==> config.mk <==
export PLATFORM = sky130hd
export DESIGN_NAME = branch_predictor
export DESIGN_NICKNAME = d
export VERILOG_FILES = /design/src/rtl/bp_pkg.sv /design/src/rtl/sat_ctr.sv /design/src/rtl/branch_predictor.sv
export SDC_FILE = /design/constraint.sdc
export NUM_CORES = 2
export LEC_CHECK = 0
export BUFFER_PORTS_ARGS = -buffer_cell sky130_fd_sc_hd__buf_2
export CAP_MARGIN = 5
export CORE_MARGIN = 4
export CORE_UTILIZATION = 35
export CTS_CLUSTER_DIAMETER = 80
export DETAILED_ROUTE_END_ITERATION = 8
export PLACE_DENSITY_LB_ADDON = 0.15
export SKIP_LAST_GASP = 1
export SYNTH_ARGS = -nofsm -noshare
export SYNTH_HDL_FRONTEND = slang
export SYNTH_SLANG_ARGS = --single-unit
==> constraint.sdc <==
create_clock -name clk -period 6.3 [get_ports clk]
set_input_delay 1.26 -clock clk [delete_from_list [all_inputs] [get_ports clk]]
set_output_delay 1.26 -clock clk [all_outputs]
set_load 0.005 [all_outputs]
==> src/rtl/bp_pkg.sv <==
// Shared helpers for the branch predictor.
//   bp_clog2       : ceil(log2(n)), used to size the BTB index
//   bp_idx/bp_tag  : BTB index and tag fields of a word-aligned PC
//   bp_ctr_weak    : weakly-taken counter value for a given counter width
//   bp_ctr_strong  : strongly-taken (all ones) value for a given width
//   bp_sat_next    : saturating inc/dec next-value, shared by the direction
//                    counters and the sat_ctr module
package bp_pkg;

    function automatic int bp_clog2(input int n);
        int r;
        r = 0;
        while ((1 << r) < n) begin
            r = r + 1;
        end
        return r;
    endfunction

    function automatic logic [31:0] bp_idx(input logic [31:0] pc, input int idx_w);
        return (pc >> 2) & ((32'h1 << idx_w) - 32'h1);
    endfunction

    function automatic logic [31:0] bp_tag(input logic [31:0] pc, input int idx_w,
                                           input int tag_w);
        return (pc >> (idx_w + 2)) & ((32'h1 << tag_w) - 32'h1);
    endfunction

    function automatic logic [31:0] bp_ctr_weak(input int ctr_w);
        return 32'h1 << (ctr_w - 1);
    endfunction

    // For ctr_w == 32 the shift wraps to 0 and the subtraction yields all ones.
    function automatic logic [31:0] bp_ctr_strong(input int ctr_w);
        return (32'h1 << ctr_w) - 32'h1;
    endfunction

    // Simultaneous inc and dec cancel; the value sticks at 0 and at max.
    function automatic logic [31:0] bp_sat_next(input logic [31:0] cur, input logic inc,
                                                input logic dec, input logic [31:0] max);
        logic [31:0] nxt;
        nxt = cur;
        if (inc && !dec && (cur != max)) begin
            nxt = cur + 32'd1;
        end else if (dec && !inc && (cur != 32'd0)) begin
            nxt = cur - 32'd1;
        end
        return nxt;
    endfunction

endpackage

==> src/rtl/sat_ctr.sv <==
// Saturating up/down counter with load and synchronous clear.
//   clk, reset (async, active-low)
//   inc, dec     : step up / down, saturating at 0 and 2^W-1
//   load/load_val: synchronous load (priority below clr)
//   clr          : synchronous clear to 0 (highest priority)
//   q            : counter value
module sat_ctr
    import bp_pkg::*;
#(
    parameter int W = 16
) (
    input  logic         clk,
    input  logic         reset,
    input  logic         inc,
    input  logic         dec,
    input  logic         load,
    input  logic [W-1:0] load_val,
    input  logic         clr,
    output logic [W-1:0] q
);

    localparam logic [31:0] MAX = bp_ctr_strong(W);

    always_ff @(posedge clk or negedge reset) begin
        if (!reset) begin
            q <= '0;
        end else if (clr) begin
            q <= '0;
        end else if (load) begin
            q <= load_val;
        end else begin
            q <= W'(bp_sat_next(32'(q), inc, dec, MAX));
        end
    end

endmodule

==> src/rtl/branch_predictor.sv <==
// Direct-mapped BTB branch predictor with saturating direction counters.
//   clk, reset (async, active-low)
//   Lookup (IF)  : if_pc -> pred_hit, pred_taken, pred_target (combinational)
//   Resolve (EX) : upd_* -> mispredict, redirect_pc (combinational), and
//                  training of the BTB on the clock edge
//   clear        : invalidates every entry on the next edge
//   perf_*       : saturating resolved-branch / mispredict counts
module branch_predictor
    import bp_pkg::*;
#(
    parameter int ENTRIES = 64,
    parameter int TAG_W   = 8,
    parameter int CTR_W   = 2,
    parameter int PERF_W  = 16
) (
    input  logic              clk,
    input  logic              reset,
    input  logic [31:0]       if_pc,
    output logic              pred_hit,
    output logic              pred_taken,
    output logic [31:0]       pred_target,
    input  logic              upd_valid,
    input  logic              upd_is_jump,
    input  logic [31:0]       upd_pc,
    input  logic              upd_taken,
    input  logic [31:0]       upd_target,
    input  logic              upd_pred_taken,
    input  logic [31:0]       upd_pred_target,
    input  logic              clear,
    output logic              mispredict,
    output logic [31:0]       redirect_pc,
    output logic [PERF_W-1:0] perf_branches,
    output logic [PERF_W-1:0] perf_mispredicts
);

    localparam int                IDX_W      = bp_clog2(ENTRIES);
    localparam logic [31:0]       CTR_MAX32  = bp_ctr_strong(CTR_W);
    localparam logic [CTR_W-1:0]  CTR_STRONG = CTR_W'(CTR_MAX32);
    localparam logic [CTR_W-1:0]  CTR_WEAK   = CTR_W'(bp_ctr_weak(CTR_W));

    // Valid bits and direction counters are control state (reset);
    // tags and targets are data, qualified by valid.
    logic [ENTRIES-1:0]            valid_q;
    logic [ENTRIES-1:0][CTR_W-1:0] ctr_q;
    logic [TAG_W-1:0]              tag_q    [ENTRIES];
    logic [31:0]                   target_q [ENTRIES];

    // ---- Lookup ----
    logic [IDX_W-1:0] lk_idx;
    logic [TAG_W-1:0] lk_tag;

    assign lk_idx      = IDX_W'(bp_idx(if_pc, IDX_W));
    assign lk_tag      = TAG_W'(bp_tag(if_pc, IDX_W, TAG_W));
    assign pred_hit    = valid_q[lk_idx] && (tag_q[lk_idx] == lk_tag);
    assign pred_taken  = pred_hit && ctr_q[lk_idx][CTR_W-1];
    assign pred_target = pred_taken ? target_q[lk_idx] : (if_pc + 32'd4);

    // ---- Resolve ----
    assign mispredict  = upd_valid &&
                         ((upd_taken != upd_pred_taken) ||
                          (upd_taken && (upd_target != upd_pred_target)));
    assign redirect_pc = !upd_valid ? 32'd0 :
                         (upd_taken ? upd_target : (upd_pc + 32'd4));

    // ---- Training ----
    logic [IDX_W-1:0] up_idx;
    logic [TAG_W-1:0] up_tag;
    logic             up_hit;
    logic             do_hit;
    logic             do_alloc;
    logic [CTR_W-1:0] ctr_next;

    assign up_idx   = IDX_W'(bp_idx(upd_pc, IDX_W));
    assign up_tag   = TAG_W'(bp_tag(upd_pc, IDX_W, TAG_W));
    assign up_hit   = valid_q[up_idx] && (tag_q[up_idx] == up_tag);
    // clear in the same cycle discards any training
    assign do_hit   = upd_valid && !clear && up_hit;
    assign do_alloc = upd_valid && !clear && !up_hit && upd_taken;

    always_comb begin
        ctr_next = ctr_q[up_idx];
        if (do_hit) begin
            ctr_next = upd_is_jump ? CTR_STRONG :
                       CTR_W'(bp_sat_next(32'(ctr_q[up_idx]), upd_taken, !upd_taken, CTR_MAX32));
        end else if (do_alloc) begin
            ctr_next = upd_is_jump ? CTR_STRONG : CTR_WEAK;
        end
    end

    always_ff @(posedge clk or negedge reset) begin
        if (!reset) begin
            valid_q <= '0;
            ctr_q   <= '0;
        end else if (clear) begin
            valid_q <= '0;
        end else begin
            if (do_alloc) begin
                valid_q[up_idx] <= 1'b1;
            end
            if (do_hit || do_alloc) begin
                ctr_q[up_idx] <= ctr_next;
            end
        end
    end

    always_ff @(posedge clk) begin
        if (do_alloc) begin
            tag_q[up_idx] <= up_tag;
        end
        if (do_alloc || (do_hit && upd_taken)) begin
            target_q[up_idx] <= upd_target;
        end
    end

    // ---- Performance counters (unaffected by clear) ----
    sat_ctr #(.W(PERF_W)) u_perf_branches (
        .clk      (clk),
        .reset    (reset),
        .inc      (upd_valid),
        .dec      (1'b0),
        .load     (1'b0),
        .load_val ('0),
        .clr      (1'b0),
        .q        (perf_branches)
    );

    sat_ctr #(.W(PERF_W)) u_perf_mispredicts (
        .clk      (clk),
        .reset    (reset),
        .inc      (mispredict),
        .dec      (1'b0),
        .load     (1'b0),
        .load_val ('0),
        .clr      (1'b0),
        .q        (perf_mispredicts)
    );

endmodule

# Word-level counts from Yosys, hierarchy flattened
# Memories as Yosys holds them, arrays and structs flattened.
# Cells that the tools add are included.
# word_totals
ff_bits	224
mem_bits_rw	2560
in_bits	135
output_inout_bits	99
wordCells	139
mem_count	2
# memory_table
memory	depth	word_bits	rd	rd_ports_with_merged_regs	write_ports	line_no	text
target_q	64	32	1	0	1	branch_predictor.sv:46	logic [31:0] target_q [ENTRIES];
tag_q	64	8	2	0	1	branch_predictor.sv:45	logic [TAG_W-1:0] tag_q [ENTRIES];
# op_classes
n_addsub	6
n_lt_le_gt_ge	3
n_eq_ne	7
muxes	28
bitwise	2
n_reduce_logical	24
# ops
op	n
bitwise mux 128 bit	1
two-way mux 64 bit	2
two-way mux 32 bit	3
adder 32 x 3 -> 32 bit, second input constant	2
bitwise OR 64 bit	1
adder 16 x 1 -> 16 bit, second input constant	2
inequality test 16 bit, second input constant	2
inequality test 32 bit	1
binary-select mux 2 bit (select 6 bit)	2
equality test 8 bit	2
two-way mux 2 bit	8
logical AND 1 bit	15
less-than comparator 6 x 7 -> 1 bit, second input constant	2
binary-select mux 1 bit (select 6 bit)	2
demux 2 bit (select 6 bit)	1
two-way mux 1 bit	8
demux 1 bit (select 6 bit)	1
greater-or-equal comparator 6 x 1 -> 1 bit, second input constant	1
nonzero test 2 bit	2
zero test 1 bit	3
logical OR 1 bit	3
adder 2 x 1 -> 2 bit, second input constant	1
inequality test 2 bit, second input constant	1
AND reduction 2 bit	1
other kinds (3)	3

# Logic depth before layout (Yosys ltp)
# logic_depth
depth_word	9
depth_mapped	19
depth_no_buf	13

# Cells and area by module
# A second synthesis with hierarchy kept.
# hier_totals
hier_cells	5921
hier_area_um2	117963.1
# modules_own_cells
module	n_inst	cells_per_inst	area_per_inst_um2	seq_area_each_um2
branch_predictor	1	5525	114722.5	81678.3
sat_ctr	2	198	1620.3	400.4

# Worst setup path after synthesis
# OpenSTA, ideal clock, no wires.
# synth_path
kind	in2out
from	in if_pc[2]
to	out pred_target[14]
t_arrival_ns	4.699
required_time_ns	5.040
path_slack_ns	0.341
stages	10
path_buffers	6
path_cell_list	buf_4 > buf_4 > buf_4 > buf_2 > clkbuf_1 > buf_1 > mux4_2 > mux4_2 > mux4_2 > mux2_1
# synth_via
elab_chain_cells	5
elab_cells_between_ends	11
# synth_lines
item	line_no	text
start: declaration	branch_predictor.sv:18	input logic [31:0] if_pc,
memory (64 x 8 bit) or binary-select mux 1 bit (select 6 bit) (tied branches)	-	
equality test 8 bit or two-way mux 1 bit (tied branches)	branch_predictor.sv:54	assign pred_hit = valid_q[lk_idx] && (tag_q[lk_idx] == lk_tag);
logical AND 1 bit	branch_predictor.sv:54	
logical AND 1 bit	branch_predictor.sv:55	assign pred_taken = pred_hit && ctr_q[lk_idx][CTR_W-1];
two-way mux 32 bit (*)	branch_predictor.sv:56	assign pred_target = pred_taken ? target_q[lk_idx] : (if_pc + 32'd4);
end: declaration	branch_predictor.sv:21	output logic [31:0] pred_target,
# Every way passes the cells marked *; elsewhere a longest branch is shown, timed or not. The select of a mux whose other input is x is not followed.

# Final worst setup path
# layout_path
from	in if_pc[2]
to	out pred_target[29]
# The elaborated chain is that of the path after synthesis.

==> impl_metrics.csv <==
group,metric,value,unit
route,post_drt_wl_per_cell,38.3,um
placed_design,post_dp_cell_area,127000,um^2
setup_path,crit_path_max_incr_delay,0.66,ns
setup_path,cp-start-kind,"input pin",
setup_path,crit_top_cell,"buf_12",
setup_path,crit_buf_inv,7,
worst_hold_path,min_path_type,"in -> async",
die,core_area,331000,um^2
route,ant_nets,0,
timing,fmax,158,MHz
placed_design,gp_congestion,0.887,
placed_design,pre_cts_ws,-0.512,ns
route,wl_met2,198,mm
setup_path,crit_fanout,7,
global_routing,overflow,0,
yosys,netlist_instances,5681,
route,met3WireLength,34.2,mm
setup_path,path_depth,15,
timing,rsz0062_at_grt,"true",
yosys,async_reset_ff_share,8.05,%
final_layout,drive_above_1_share,37.1,%
timing,post-route-min-period,6.32,ns
final_layout,nNetsFinal,6582,
yosys,syn_area,116000,um^2
timing,post-route-period-util,100,%
clock_network,cts_sinks,2784,
setup_path,critPathTopFamily,"multiplexers",
global_routing,track_usage,24.4,%
setup_path,worstPathCellList,"buf_16 > buf_12 > buf_16 > buf_12 > mux4_2 > mux4_2 > a21o_1 > a21oi_2 > xor2_1 > nand3_1 > or4_4 > buf_12 > buf_12 > mux2_4 > buf_6",
route,drc,0,
yosys,synth_nets,5822,
die,placementRows,211,
clock_network,path_clk_slew,0.06,ns
global_routing,antenna_found_initial,38,
power,power.density,298,nW/um^2
power,finalPower,41.3,mW
route,topRoutingLayerUsed,"met5",
global_routing,grt_pass1_vias,65242,
yosys,ys_ff_latch,2784,
clock_network,htree_levels,5,
die,io_pins,234,
setup_path,crit_required,5.04,ns
yosys,yosysUniqueCellTypes,70,
setup_path,worst-setup-path-type,"in -> out",
final_layout,layout_commonest_cell,"edfxtp_1",
yosys,synth_seq_area_share,71.0,%
global_routing,grt_pass1_wl,572,mm
setup_path,end_kind,"primary output",
global_routing,grt_max_degree,121,
die,start_util,35.2,%
clock_network,clk_path_buf_depth,4,
die,die_w,584,um
timing,fin_skew,0.0856,ns
placed_design,dp_hpwl,257,mm
yosys,yosysWarnings,0,
die,dieArea,341000,um^2
yosys,ys.flop_type,"edfxtp_1",
final_layout,final_util,41.9,%
clock_network,clk_latency,0.92,ns
outcome,violations,"negative setup slack",
timing,setup_tns,-0.165,ns
clock_network,cts_buffers,315,
yosys,synth_edf_count,2560,
clock_network,cts-root-buf,"clkbuf_16",
timing,slew_headroom,18.0,%
die,chipHeight,584,um
route,wl,424,mm
outcome,status,"finished with violations",
setup_path,r2r_cells,13,
power,p_leak,45.7,nW
route,viasPerCell,5.90,
setup_path,arrival,5.06,ns
timing,hold_viol_final,0,
route,met1_length,172,mm
final_layout,layout_common_cells,"edfxtp_1 (2560), mux4_2 (902), buf_4 (467)",
final_layout,syn2layout_area_growth,19.1,%
clock_network,hold_buffers,0,
yosys,synth_area_per_cell,20.5,um^2
route,drt-pass1-iter-count,6,
route,vias,65384,
timing,worst_slew_pin_slew,1.22,ns
setup_path,crit_slowest_cell,"or4_4",
timing,setup_viol,17,
placed_design,portBuffers,233,
timing,fin_ws,-0.0167,ns
run,drv_cap,0,
final_layout,final_area,138000,um^2
route,first_iter_violations,8224,
timing,finalMaxSlewViolations,0,
clock_network,cts_tree,"yes",
power,peakVddDrop,0.238,mV
kinds of logic (layout without fill, tap and decap cells):
group / Yosys count / count (layout) / synth area share [%]
AOI/OAI and AO/OA: 407 / 407 / 2.47
xor gates and xnor gates: 128 / 128 / 0.964
adders and majority gates: 6 / 6 / 0.0646
buffers and inverters: 400 / 1413 / 1.52
DFF: 2784 / 2784 / 71.0
muxes: 1265 / 1265 / 20.8
other: 0 / 16 / 0
and+or+nand+nor: 691 / 691 / 3.21
layer usage:
metal / vias to the layer above / track usage, %
met1: 35966 / 33.5
met3: 702 / 4.97
met4: 20 / 9.29
li1: 25484 / -
met2: 3212 / 38.4
met5: - / 0
power by group:
part	total (mW)	switching [mW]	internal (mW)
clock network	17.9	7.59	10.3
registers	20.4	0.100	20.3
logic	2.98	1.80	1.19
total	41.3	9.48	31.8
area by class of cell:
type                    count  area, um^2
repair buffers            833        7710
well taps                4366        5460
diodes                     16        40.0
flip-flops and latches   2784       82500
fillers                 29034      192000
multi-input cells        2497       32800
inverters                  10        37.5
clock inverters           162        1410
clock buffers             408        8540
sequential cells by signal, indices dropped and copies added (netlist names):
register	count
valid_q	64
u_perf_mispredicts.q	16
target_q	2048
tag_q	512
u_perf_branches.q	16
ctr_q	128
timing repair:
item / 4_1_cts / 5_1_grt
pin swaps: 5 / 16
buffers inserted: 29 / 9
cloned: 12 / 2
setup endpoints to repair: 32 / 32
resized for setup: 56 / 64
worst reg2reg max path: cells and delay by family, from the launching register on:
| family | cells | cell delay (ns) |
|---|---|---|
| AOI/OAI and AO/OA | 4 | 1.44 |
| and+or+nand+nor | 5 | 1.29 |
| buffers and inverters | 3 | 0.63 |
| DFF | 1 | 0.45 |
| xor gates and xnor gates | 1 | 0.25 |
per-stage QoR:
stage / std cells / hold WS [ns]
floorplan: 5681 / 0.452
global placement: 10441 / 0.465
detailed placement: 10441 / 0.474
CTS: 11052 / 0.272
global route: 11067 / 0.310
finish: 11076 / 0.296
synthesized netlist by cell type, types with 6 or more instances:
library cell,count,share of area (%)
a22oi_1,89,0.57
nand2_1,145,0.47
a221o_1,9,0.077
o22a_1,8,0.060
and2_1,36,0.19
mux2i_1,166,1.4
and4_1,6,0.045
nor4_1,11,0.059
a31oi_1,72,0.39
nor2b_1,26,0.14
nand3_1,63,0.27
a222oi_1,6,0.052
a22o_1,16,0.12
o22ai_1,18,0.097
and3_1,14,0.075
a221oi_1,43,0.32
ha_1,6,0.065
mux2_1,89,0.86
nor2_1,240,0.77
xor2_1,69,0.52
a21oi_1,39,0.17
nand2b_1,7,0.038
buf_2,94,0.40
mux2_2,108,1.0
o21ai_0,48,0.21
mux4_2,902,17
inv_1,9,0.029
nand4_1,28,0.15
nor4_2,59,0.64
nor3_1,19,0.082
xnor2_1,59,0.44
buf_1,44,0.14
a211oi_1,25,0.16
edfxtp_1,2560,66
buf_4,18,0.12
or2_2,7,0.038
dfrtp_1,224,4.8
clkbuf_1,222,0.72
buf_6,11,0.11
path summary, 6_finish.rpt:
| path | from | slack (ns) | to |
|---|---|---|---|
| worst min-delay path | reset | 0.30 | valid_q[37] |
| worst min register to register | ctr_q[92] | 0.48 | ctr_q[92] |
| min in group clk | ctr_q[92] | 0.48 | ctr_q[92] |
| worst max-delay path | if_pc[2] | -0.02 | pred_target[29] |
| max in group asynchronous | reset | 4.60 | ctr_q[84] |
| worst max register to register | tag_q[26][7] | 1.94 | tag_q[7][1] |
(Power assumes the default switching activity.)
